`src/rtl/regfile_write_arbiter.sv`:
```
// rtl/regfile_write_arbiter.sv - register-file write port arbiter with long-latency result FIFO and busy scoreboard
//
// Purpose: single driver of the register-file write port (WE3/A3/WD3). The
// in-order writeback always wins the port. Long-latency results are queued
// in a small FIFO and drained on cycles without a writeback. A busy
// scoreboard tracks destinations of issued long-latency ops until their
// result leaves the FIFO.
//
// Ports:
//   clk, rst                      clock, synchronous active-high reset
//   wb_we, wb_rd, wb_data         pipeline writeback request
//   ll_valid, ll_ready            long-latency result handshake
//   ll_rd, ll_data                long-latency result payload
//   issue_valid, issue_rd         long-latency op issued (sets busy)
//   rs1, rs2, rs1_busy, rs2_busy  decode source registers and stall flags
//   rf_we, rf_addr, rf_data       registered register-file write port
//   fifo_count                    entries currently held in the FIFO
module regfile_write_arbiter #(
  parameter int XLEN       = 32,
  parameter int AW         = 5,
  parameter int FIFO_DEPTH = 2,
  localparam int CW        = $clog2(FIFO_DEPTH + 1)
) (
  input  logic            clk,
  input  logic            rst,
  input  logic            wb_we,
  input  logic [AW-1:0]   wb_rd,
  input  logic [XLEN-1:0] wb_data,
  input  logic            ll_valid,
  output logic            ll_ready,
  input  logic [AW-1:0]   ll_rd,
  input  logic [XLEN-1:0] ll_data,
  input  logic            issue_valid,
  input  logic [AW-1:0]   issue_rd,
  input  logic [AW-1:0]   rs1,
  input  logic [AW-1:0]   rs2,
  output logic            rs1_busy,
  output logic            rs2_busy,
  output logic            rf_we,
  output logic [AW-1:0]   rf_addr,
  output logic [XLEN-1:0] rf_data,
  output logic [CW-1:0]   fifo_count
);

  localparam int PW = (FIFO_DEPTH > 1) ? $clog2(FIFO_DEPTH) : 1;
  localparam logic [PW-1:0] LAST = PW'(FIFO_DEPTH - 1);
  localparam logic [CW-1:0] FULL = CW'(FIFO_DEPTH);

  logic [AW-1:0]     q_rd   [FIFO_DEPTH];
  logic [XLEN-1:0]   q_data [FIFO_DEPTH];
  logic [PW-1:0]     head;
  logic [PW-1:0]     tail;
  logic [2**AW-1:0]  busy;

  logic wb_win;
  logic push;
  logic pop;

  // ll_ready looks only at state, so a pop in the same cycle cannot free a slot.
  assign ll_ready = (fifo_count < FULL);
  assign wb_win   = wb_we && (wb_rd != '0);
  // Results aimed at x0 are handshaken but never stored.
  assign push     = ll_valid && ll_ready && (ll_rd != '0);
  // Only an entry already held may pop, so a fresh result waits one edge.
  assign pop      = !wb_win && (fifo_count != '0);

  // The value sitting on rf_* is not in the register file until the negedge,
  // so it still counts as busy for decode.
  assign rs1_busy = (rs1 != '0) && (busy[rs1] || (rf_we && (rf_addr == rs1)));
  assign rs2_busy = (rs2 != '0) && (busy[rs2] || (rf_we && (rf_addr == rs2)));

  always_ff @(posedge clk) begin
    if (push) begin
      q_rd[tail]   <= ll_rd;
      q_data[tail] <= ll_data;
    end
  end

  always_ff @(posedge clk) begin
    if (rst) begin
      head       <= '0;
      tail       <= '0;
      fifo_count <= '0;
      busy       <= '0;
      rf_we      <= 1'b0;
      rf_addr    <= '0;
      rf_data    <= '0;
    end else begin
      if (wb_win) begin
        rf_we   <= 1'b1;
        rf_addr <= wb_rd;
        rf_data <= wb_data;
      end else if (pop) begin
        rf_we   <= 1'b1;
        rf_addr <= q_rd[head];
        rf_data <= q_data[head];
      end else begin
        rf_we   <= 1'b0;
      end

      if (pop) begin
        head <= (head == LAST) ? '0 : head + 1'b1;
      end
      if (push) begin
        tail <= (tail == LAST) ? '0 : tail + 1'b1;
      end

      case ({push, pop})
        2'b10:   fifo_count <= fifo_count + 1'b1;
        2'b01:   fifo_count <= fifo_count - 1'b1;
        default: fifo_count <= fifo_count;
      endcase

      // Clear first, then set: a re-issue on the draining edge keeps the bit.
      if (pop) begin
        busy[q_rd[head]] <= 1'b0;
      end
      if (issue_valid && (issue_rd != '0)) begin
        busy[issue_rd] <= 1'b1;
      end
    end
  end

endmodule

```
`config.mk`:
```
export PLATFORM = sky130hd
export DESIGN_NAME = regfile_write_arbiter
export DESIGN_NICKNAME = d
export VERILOG_FILES = /design/src/rtl/regfile_write_arbiter.sv
export SDC_FILE = /design/constraint.sdc
export NUM_CORES = 1
export LEC_CHECK = 0
export CORE_MARGIN = 3
export CORE_UTILIZATION = 30
export CTS_CLUSTER_SIZE = 16
export DETAILED_ROUTE_END_ITERATION = 8
export GPL_TIMING_DRIVEN = 1
export PLACE_DENSITY = 0.64
export SLEW_MARGIN = 20
export SYNTH_ARGS = -nofsm -noshare
export SYNTH_HDL_FRONTEND = slang
export SYNTH_SLANG_ARGS = --single-unit
export TNS_END_PERCENT = 100
```
`constraint.sdc`:
```
create_clock -name clk -period 2.8 [get_ports clk]
set_clock_uncertainty 0.1 [all_clocks]
set_input_delay 0.28 -clock clk [delete_from_list [all_inputs] [get_ports clk]]
set_output_delay 0.28 -clock clk [all_outputs]
set_load 0.02 [all_outputs]
```
==> results.json, run 1 <==
{
  "status": "finished clean",
  "synth.net_count": 680,
  "dpl.hpwl_um": 11500,
  "routabilityCongestion": 0.781,
  "synth.top_cells.by_count": "120 x nand2_1, 75 x dfxtp_1, 74 x edfxtp_1",
  "viasPerCell": 4.85,
  "yosysWarnings": 0,
  "cts_max_level": 4,
  "max-clock-path-buffers": 2,
  "cp.required_ps": 2420,
  "setup_tns_ps": 0,
  "core_region_area_mm2": 0.0206,
  "grt_pass1_vias": 4896,
  "postRouteWirelength_um": 16400,
  "max-slew-margin-rel_pct": 54.1,
  "yosysTopAreaCell": "edfxtp_1",
  "drive_above_1_share_pct": 10.7,
  "place_inst": 976,
  "p_leak_nw": 2.95,
  "synth_edf_count": 74,
  "grt-ovfl-total": 0,
  "ir_drop_mv": 0.486,
  "hold_path.class": "input port to register",
  "cap_violations": 0,
  "total_power_mw": 7.02,
  "row_count": 52,
  "ctsHoldBuffers": 0,
  "cts_tree": "yes",
  "layout_setup_ws_ps": 189,
  "final_nets": 820,
  "synth_flop_cell": "dfxtp_1",
  "final_cells": 1008,
  "synthesis.instances": 585,
  "crit_path_end_kind": "primary output",
  "die_w_um": 152,
  "clock_latency_ps": 430,
  "yosysMostFrequentCell": "nand2_1",
  "antenna_cells": 0,
  "grt_first_pass_wirelength_um": 26100,
  "period_needed_ps": 2610,
  "die_h_um": 152,
  "first_pass_iters": 5,
  "path_clk_slew_ps": 60,
  "yosys.cell_types.count": 35,
  "io_pins": 137,
  "period_share_pct": 93.3,
  "die_area_mm2": 0.0232,
  "cts_root_buf": "clkbuf_16",
  "path_class": "input port to primary output",
  "drt-initial-drc-count": 284,
  "placement.io_buffers": 136,
  "arrival_ps": 2230,
  "setup_viol": 0,
  "track_usage_pct": 14.0,
  "cts_buffers": 17,
  "post_cts_buffers": 0,
  "syn_area_mm2": 0.00643,
  "max_freq_ghz": 0.383,
  "initial_utilization_pct": 31.2,
  "avgRoutedWirePerCell_um": 16.3,
  "worstPathMaxFanout": 10,
  "vias": 4889,
  "tightest_slew_ps": 686,
  "ant_nets": 0,
  "syn_to_final_growth_pct": 36.2,
  "hold_violations": 0,
  "rsz0062_at_grt": "no",
  "fin_util_pct": 42.5,
  "place_ws_ps": -122,
  "avgSynthCellArea_um2": 11.0,
  "clock_sinks": 149,
  "antenna_found_initial": 4,
  "cts_resized": 3,
  "grt_max_degree": 65,
  "synthArstFlopShare_pct": 0,
  "synth_area_leaders": "edfxtp_1 35%, dfxtp_1 23%, nand2_1 7.0%, mux2i_1 6.2%, a21oi_1 5.7%",
  "synth_seq_cells": 149,
  "start_kind": "input port",
  "finalMaxSlewViolations": 0,
  "seq_area_frac_synth_pct": 57.9,
  "power_density_mw_per_mm2": 802,
  "synth_top_area_share_pct": 34.6,
  "route.detailed.drc": 0
}
==> cells in the final DEF (no fill, tap or decap), types with 3 or more instances in the layout <==
cell type and count:
dlygate4sd2_1 3, mux2i_1 40, nor3b_1 6, dfxtp_1 74, edfxtp_1 74, clkbuf_16 17
clkinvlp_4 3, nor2b_1 4, or4_1 3, and3_1 3, a21oi_1 73, o211ai_1 40
buf_4 19, clkdlybuf4s50_1 132, o21ai_1 16, clkinv_4 3, o21ai_0 18, xor2_1 5
xnor2_1 9, nor2_1 14, nand2_1 120, mux4_2 16, inv_6 3, inv_1 5
buf_12 3, nor3_1 3, nand4_1 3, nand3_1 4
==> critical path, cell delays in order <==
cell	delay, ps
clkdlybuf4s50_1	510
buf_12	150
mux4_2	480
o21ai_0	230
o22ai_1	110
nand3_1	90
a21oi_1	60
dlygate4sd2_1	320
==> through the flow <==
step	area [um2]	hold WS [ps]
5_1_grt	8760	295
4_1_cts	8760	287
3_3_place_gp	8190	375
2_1_floorplan	6430	279
6_report	8760	290
3_5_place_dp	8190	386
==> per-layer routing <==
layer / wire length [um] / GRT usage, % / vias up
met4: 195 / 4.11 / 8
met1: 7680 / 18.3 / 2307
met2: 7430 / 22.0 / 127
li1: - / - / 2429
met3: 1100 / 4.74 / 18
met5: 46 / 0 / -
==> report_power, final <==
part	switching (mW)	internal [mW]	leakage [nW]	total (mW)
Clock	0.922	1.28	0.273	2.21
Combinational	1.14	0.844	1.37	1.98
Sequential	0.179	2.66	1.31	2.84
==> path summary, 6_finish.rpt <==
check / startpoint / end / slack [ps] / depth (start not counted)
worst max register to register: register / busy[12] / 560 / 4
worst max-delay path: rs1[0] / rs1_busy / 190 / 8
worst min-delay path: rst / tail / 290 / 2
worst min register to register: busy[29] / busy[29] / 390 / 2
==> area by class of cell <==
class / count / area [um2]
Inverter: 5 / 18.8
Multi-Input combinational cell: 394 / 2550
Sequential cell: 149 / 3720
Clock buffer: 20 / 457
Fill cell: 2023 / 11900
Clock inverter: 12 / 120
Tap cell: 270 / 338
Timing Repair Buffer: 158 / 1560
==> flip-flops by register name (all words and copies together) (netlist names), named ones only <==
signal / cells
q_data: 64
busy: 32
rf_data: 32
q_rd: 10
rf_addr: 5
fifo_count: 2
head: 1
rf_we: 1
tail: 1
==> cell families after synthesis <==
kind of cell    Yosys count  synth area share, %
compound gates          152                 13.5
xor+xnor                 14                 1.91
fa+ha+maj                 1                0.195
buf+inv                  42                 2.90
flops                   149                 57.9
mux                      58                 12.2
simple gates            169                 11.4
Power figures use the tool's default switching activity.
==> run 2, diff against run 1 <==
- CORE_MARGIN: 3 -> 2
==> run 2 against run 1 <==
Effect of this change: core utilization is 0.68 points lower; power is 0.98% higher; non-clock buffer count is 3 higher; design area is 0.30% higher; critical endpoint unchanged; largest cell class unchanged.
==> results.json, run 2 (synthesis gave the netlist of run 1 again) <==
{
  "period_share_pct": 93.6,
  "post_cts_buffers": 0,
  "grt_pass1_vias": 4769,
  "power_density_mw_per_mm2": 807,
  "drive_above_1_share_pct": 11.2,
  "dpl.hpwl_um": 11600,
  "routabilityCongestion": 0.782,
  "max-slew-margin-rel_pct": 51.6,
  "place_inst": 984,
  "final_nets": 823,
  "avgRoutedWirePerCell_um": 16.1,
  "hold_violations": 0,
  "grt-ovfl-total": 0,
  "cts_buffers": 17,
  "postRouteWirelength_um": 16400,
  "setup_viol": 0,
  "ctsHoldBuffers": 0,
  "drt-initial-drc-count": 309,
  "critical-path-top-delay-family": "buffers and inverters",
  "cap_violations": 0,
  "row_count": 53,
  "crit_path_end_kind": "primary output",
  "r2r-end": "busy[2]",
  "worstPathMaxFanout": 10,
  "cts_tree": "yes",
  "antenna_found_initial": 2,
  "io_pins": 137,
  "tightest_slew_ps": 724,
  "place_ws_ps": -123,
  "grt_first_pass_wirelength_um": 25600,
  "cts_root_buf": "clkbuf_16",
  "max-clock-path-buffers": 2,
  "layout_setup_ws_ps": 178,
  "start_kind": "input port",
  "critical_path.most_common_cell": "nor3_1",
  "antenna_cells": 0,
  "max_stage_delay_ps": 510,
  "period_needed_ps": 2620,
  "initial_utilization_pct": 30.6,
  "arrival_ps": 2240,
  "final_cell_mix": "132 x clkdlybuf4s50_1, 120 x nand2_1, 74 x dfxtp_1, 74 x edfxtp_1, 73 x a21oi_1",
  "hold_path_depth": 2,
  "clock_sinks": 149,
  "max_freq_ghz": 0.381,
  "path_clk_slew_ps": 70,
  "cts_max_level": 4,
  "fin_util_pct": 41.8,
  "core_region_area_mm2": 0.0210,
  "track_usage_pct": 14.8,
  "fin_hold_ws_ps": 214,
  "rsz0062_at_grt": "no",
  "ir_drop_mv": 0.411,
  "top_regs": "q_data: 64 flops, busy: 32 flops, rf_data: 32 flops",
  "final_cells": 1016,
  "status": "finished clean",
  "min_from": "rst",
  "syn_to_final_growth_pct": 36.6,
  "hold_end": "rf_data[23]",
  "placement.io_buffers": 136,
  "die_w_um": 150,
  "crit_cells": 8,
  "top_register": "q_data",
  "mostFrequentLayoutCell": "clkdlybuf4s50_1",
  "first_pass_iters": 4,
  "ant_nets": 0,
  "path_cells": "clkdlybuf4s50_1, buf_12, mux4_2, mux2i_1, nor3_1, nor3_1, a21oi_1, dlygate4sd2_1",
  "r2r_cells": 5,
  "viasPerCell": 4.89,
  "largest_reg_flops": 64,
  "vias": 4964,
  "cp_slowest_cell": "clkdlybuf4s50_1",
  "die_h_um": 150,
  "grt_max_degree": 59,
  "critical_path_buf_inv_count": 3,
  "cp.required_ps": 2420,
  "p_leak_nw": 2.98,
  "reg2reg_slack_ps": 760,
  "path_class": "input port to primary output",
  "clock_latency_ps": 420,
  "die_area_mm2": 0.0226,
  "hold_path.class": "input port to register",
  "route.detailed.drc": 0,
  "finalMaxSlewViolations": 0
}
run 2: changes by cell type in the layout (fill, tap and decap cells not counted):
cell	delta
clkinv_1	-1
buf_12	-1
clkbuf_8	-2
inv_8	+3
clkinv_8	+1
buf_4	+4
inv_6	+3
clkinv_4	-2
clkinvlp_4	-3
clkinv_2	+1
run 2: worst max path at each step:
stage / startpoint / to / slack, ps
5_1_grt: rs2[0] / rs2_busy / 40
4_1_cts: rs2[0] / rs2_busy / 180
2_1_floorplan: fifo_count[1] / q_data[0][0] / -110
3_5_place_dp: rs2[1] / rs2_busy / -120
3_3_place_gp: rs2[1] / rs2_busy / -120
6_report: rs1[0] / rs1_busy / 180
run 2: routing by layer:
metal / up-vias / track usage [%] / routed length, um
met2: 133 / 22.8 / 7480
li1: 2443 / - / -
met4: 4 / 3.82 / 181
met1: 2363 / 19.8 / 7430
met5: - / 0 / 24
met3: 21 / 5.36 / 1260
run 2: timing repair:
| action | 4_1_cts | 5_1_grt |
|---|---|---|
| endpoints found under the setup margin | 2 | 0 |
| gates resized for setup | 3 | 0 |
| hold endpoints to repair | 0 | 0 |
run 2: per-stage QoR:
| stage | TNS [ps] | area [um2] | total power, mW |
|---|---|---|---|
| 2_1_floorplan | -8410 | 6430 | 4.09 |
| 3_3_place_gp | -148 | 8180 | 4.87 |
| 3_5_place_dp | -156 | 8200 | 4.90 |
| 4_1_cts | 0 | 8790 | 7.18 |
| 5_1_grt | 0 | 8790 | 7.47 |
| 6_report | 0 | 8790 | 7.09 |
run 2: cell type report:
class                   instances  area (um2)
inverters                       5        18.8
clock buffers                  18         429
flip-flops and latches        149        3720
clock inverters                14         158
repair buffers                161        1570
well taps                     275         344
multi-input cells             394        2550
fillers                      2004       12200
run 2: power by group:
part | total (mW) | leakage [nW] | internal, mW | switching, mW
combinational | 2.00 | 1.38 | 0.842 | 1.16
sequential | 2.82 | 1.31 | 2.66 | 0.168
clock | 2.27 | 0.291 | 1.27 | 0.997
total | 7.09 | 2.98 | 4.77 | 2.32
run 2: worst register-to-register path, cell delays in order, from the launching register on:
cell,delay (ps)
dfxtp_2,500
mux2i_1,440
inv_1,110
or4_4,510
o21ai_1,160
a21oi_1,80
==> run 3, diff against run 2 <==
- REMOVE_ABC_BUFFERS: unset -> 1
==> run 3 against run 2 <==
Effect of this change: sequential power barely moved; via count rose by 3.4%; core utilization rose by 0.53 points; design area rose by 1.3%; clock power rose by 11%; register-to-register slack got worse by 50 ps; power rose by 4.2%; sequential share of layout area fell by 0.53 points; setup slack got worse by 67 ps; largest power group unchanged.
==> results.json, run 3 (synthesis gave the netlist of run 1 again) <==
{
  "die_w_um": 150,
  "min_from": "rst",
  "max_freq_ghz": 0.372,
  "cts_buffers": 17,
  "cp_slowest_cell": "clkdlybuf4s50_1",
  "avgRoutedWirePerCell_um": 16.5,
  "cts_tree": "yes",
  "place_inst": 983,
  "worstPathMaxFanout": 10,
  "hold_path.class": "input port to register",
  "hold_violations": 0,
  "period_needed_ps": 2690,
  "grt_max_degree": 57,
  "cts_root_buf": "clkbuf_16",
  "arrival_ps": 2310,
  "path_cells": "clkdlybuf4s50_1, buf_12, mux4_2, mux2i_1, nor3b_1, nor3_1, a21oi_1, dlygate4sd2_1",
  "stdcell_area_mm2": 0.00890,
  "track_usage_pct": 14.9,
  "fin_hold_ws_ps": 289,
  "grt_first_pass_wirelength_um": 26000,
  "row_count": 53,
  "finalMaxSlewViolations": 0,
  "grt_pass1_vias": 4906,
  "max-clock-path-buffers": 2,
  "antenna_found_initial": 0,
  "ant_nets": 0,
  "path_class": "input port to primary output",
  "drt-initial-drc-count": 306,
  "drive_above_1_share_pct": 11.2,
  "clock_sinks": 149,
  "period_share_pct": 96.0,
  "setup_viol": 0,
  "viasPerCell": 5.06,
  "core_region_area_mm2": 0.0210,
  "antenna_cells": 0,
  "tightest_slew_ps": 778,
  "syn_to_final_growth_pct": 38.4,
  "dpl.hpwl_um": 11600,
  "mostFrequentLayoutCell": "clkdlybuf4s50_1",
  "multi_input_area_mm2": 0.00255,
  "setup.worst_path.start": "rs1[0]",
  "place_ws_ps": -202,
  "max-slew-margin-rel_pct": 47.9,
  "power_density_mw_per_mm2": 830,
  "route.detailed.drc": 0,
  "grt-ovfl-total": 0,
  "final_cell_mix": "131 x clkdlybuf4s50_1, 120 x nand2_1, 74 x dfxtp_1, 74 x edfxtp_1, 73 x a21oi_1",
  "first_pass_iters": 5,
  "cap_violations": 0,
  "postRouteWirelength_um": 16800,
  "die_area_mm2": 0.0226,
  "top_regs": "q_data: 64 flops, busy: 32 flops, rf_data: 32 flops",
  "critical-path-top-delay-family": "buffers and inverters",
  "p_leak_nw": 3.03,
  "ir_drop_mv": 0.425,
  "status": "finished clean",
  "placement.io_buffers": 136,
  "max_stage_delay_ps": 510,
  "vias": 5133,
  "critical_path_buf_inv_count": 3,
  "routabilityCongestion": 0.831,
  "fillCellCount": 1980,
  "cp.required_ps": 2420,
  "start_kind": "input port",
  "final_cells": 1015,
  "io_pins": 137,
  "largest_reg_flops": 64,
  "placed_area_mm2": 0.00825,
  "rsz0062_at_grt": "no",
  "seq_area_mm2": 0.00372,
  "cts_max_level": 4,
  "clock_latency_ps": 420,
  "post_cts_buffers": 0,
  "path_clk_slew_ps": 60,
  "initial_utilization_pct": 30.6,
  "top_register": "q_data",
  "layout_setup_ws_ps": 112,
  "crit_path_end_kind": "primary output",
  "final_nets": 822,
  "die_h_um": 150
}
run 3: changes by cell type in the layout (fill, tap and decap cells not counted), sizes merged:
| cell | before | now |
|---|---|---|
| clkbuf | 18 | 17 |
| clkdlybuf4s50 | 132 | 131 |
| buf | 26 | 25 |
| dlymetal6s2s | 0 | 1 |
| bufinv | 1 | 3 |
| inv | 15 | 14 |
run 3: timing repair:
item,4_1_cts,5_1_grt
hold buffers,0,0
endpoints found under the setup margin,2,1
gates resized for setup,3,1
run 3: layer usage:
layer | up-vias | part of all wire, % | global-route usage [%]
li1 | 2434 | - | -
met1 | 2472 | 44 | 19.6
met2 | 207 | 48 | 23.5
met3 | 20 | 6.7 | 4.21
met4 | 0 | 1.9 | 5.38
met5 | - | 0 | 0
run 3: final cells by class:
class,instances,area share [%]
clock buffer,17,4.78
clock inverter,15,2.56
inverter,5,0.211
multi-input combinational,394,28.6
sequential,149,41.9
tap,275,3.87
timing repair buffer,160,18.1
run 3: final timing paths:
kind,end,slack (ps),cells after the start
setup reg to reg,busy[10],710,5
hold reg to reg,busy[16],400,2
setup / recovery,rs1_busy,110,8
hold / removal,tail,290,2
run 3: metrics by stage:
stage	utilization, %	setup TNS (ps)	power, mW
final	42.3	0	7.39
after global routing	42.3	0	7.76
after CTS	42.3	0	7.47
after detailed placement	39.2	-317	4.95
after global placement	39.2	-244	4.95
after floorplan	-	-54940	4.05
run 3: worst reg2reg max path, delay by kind of cell (launching register included):
kind / cells / cell delay (ps)
AO/OA/AOI/OAI: 2 / 260
buffers and inverters: 1 / 110
flip-flops: 1 / 520
multiplexers: 1 / 460
AND/OR/NAND/NOR: 1 / 520
run 3: power breakdown:
group	total [mW]	switching (mW)	internal (mW)
Combinational	2.05	1.16	0.890
Sequential	2.83	0.174	2.65
Clock	2.51	1.04	1.47
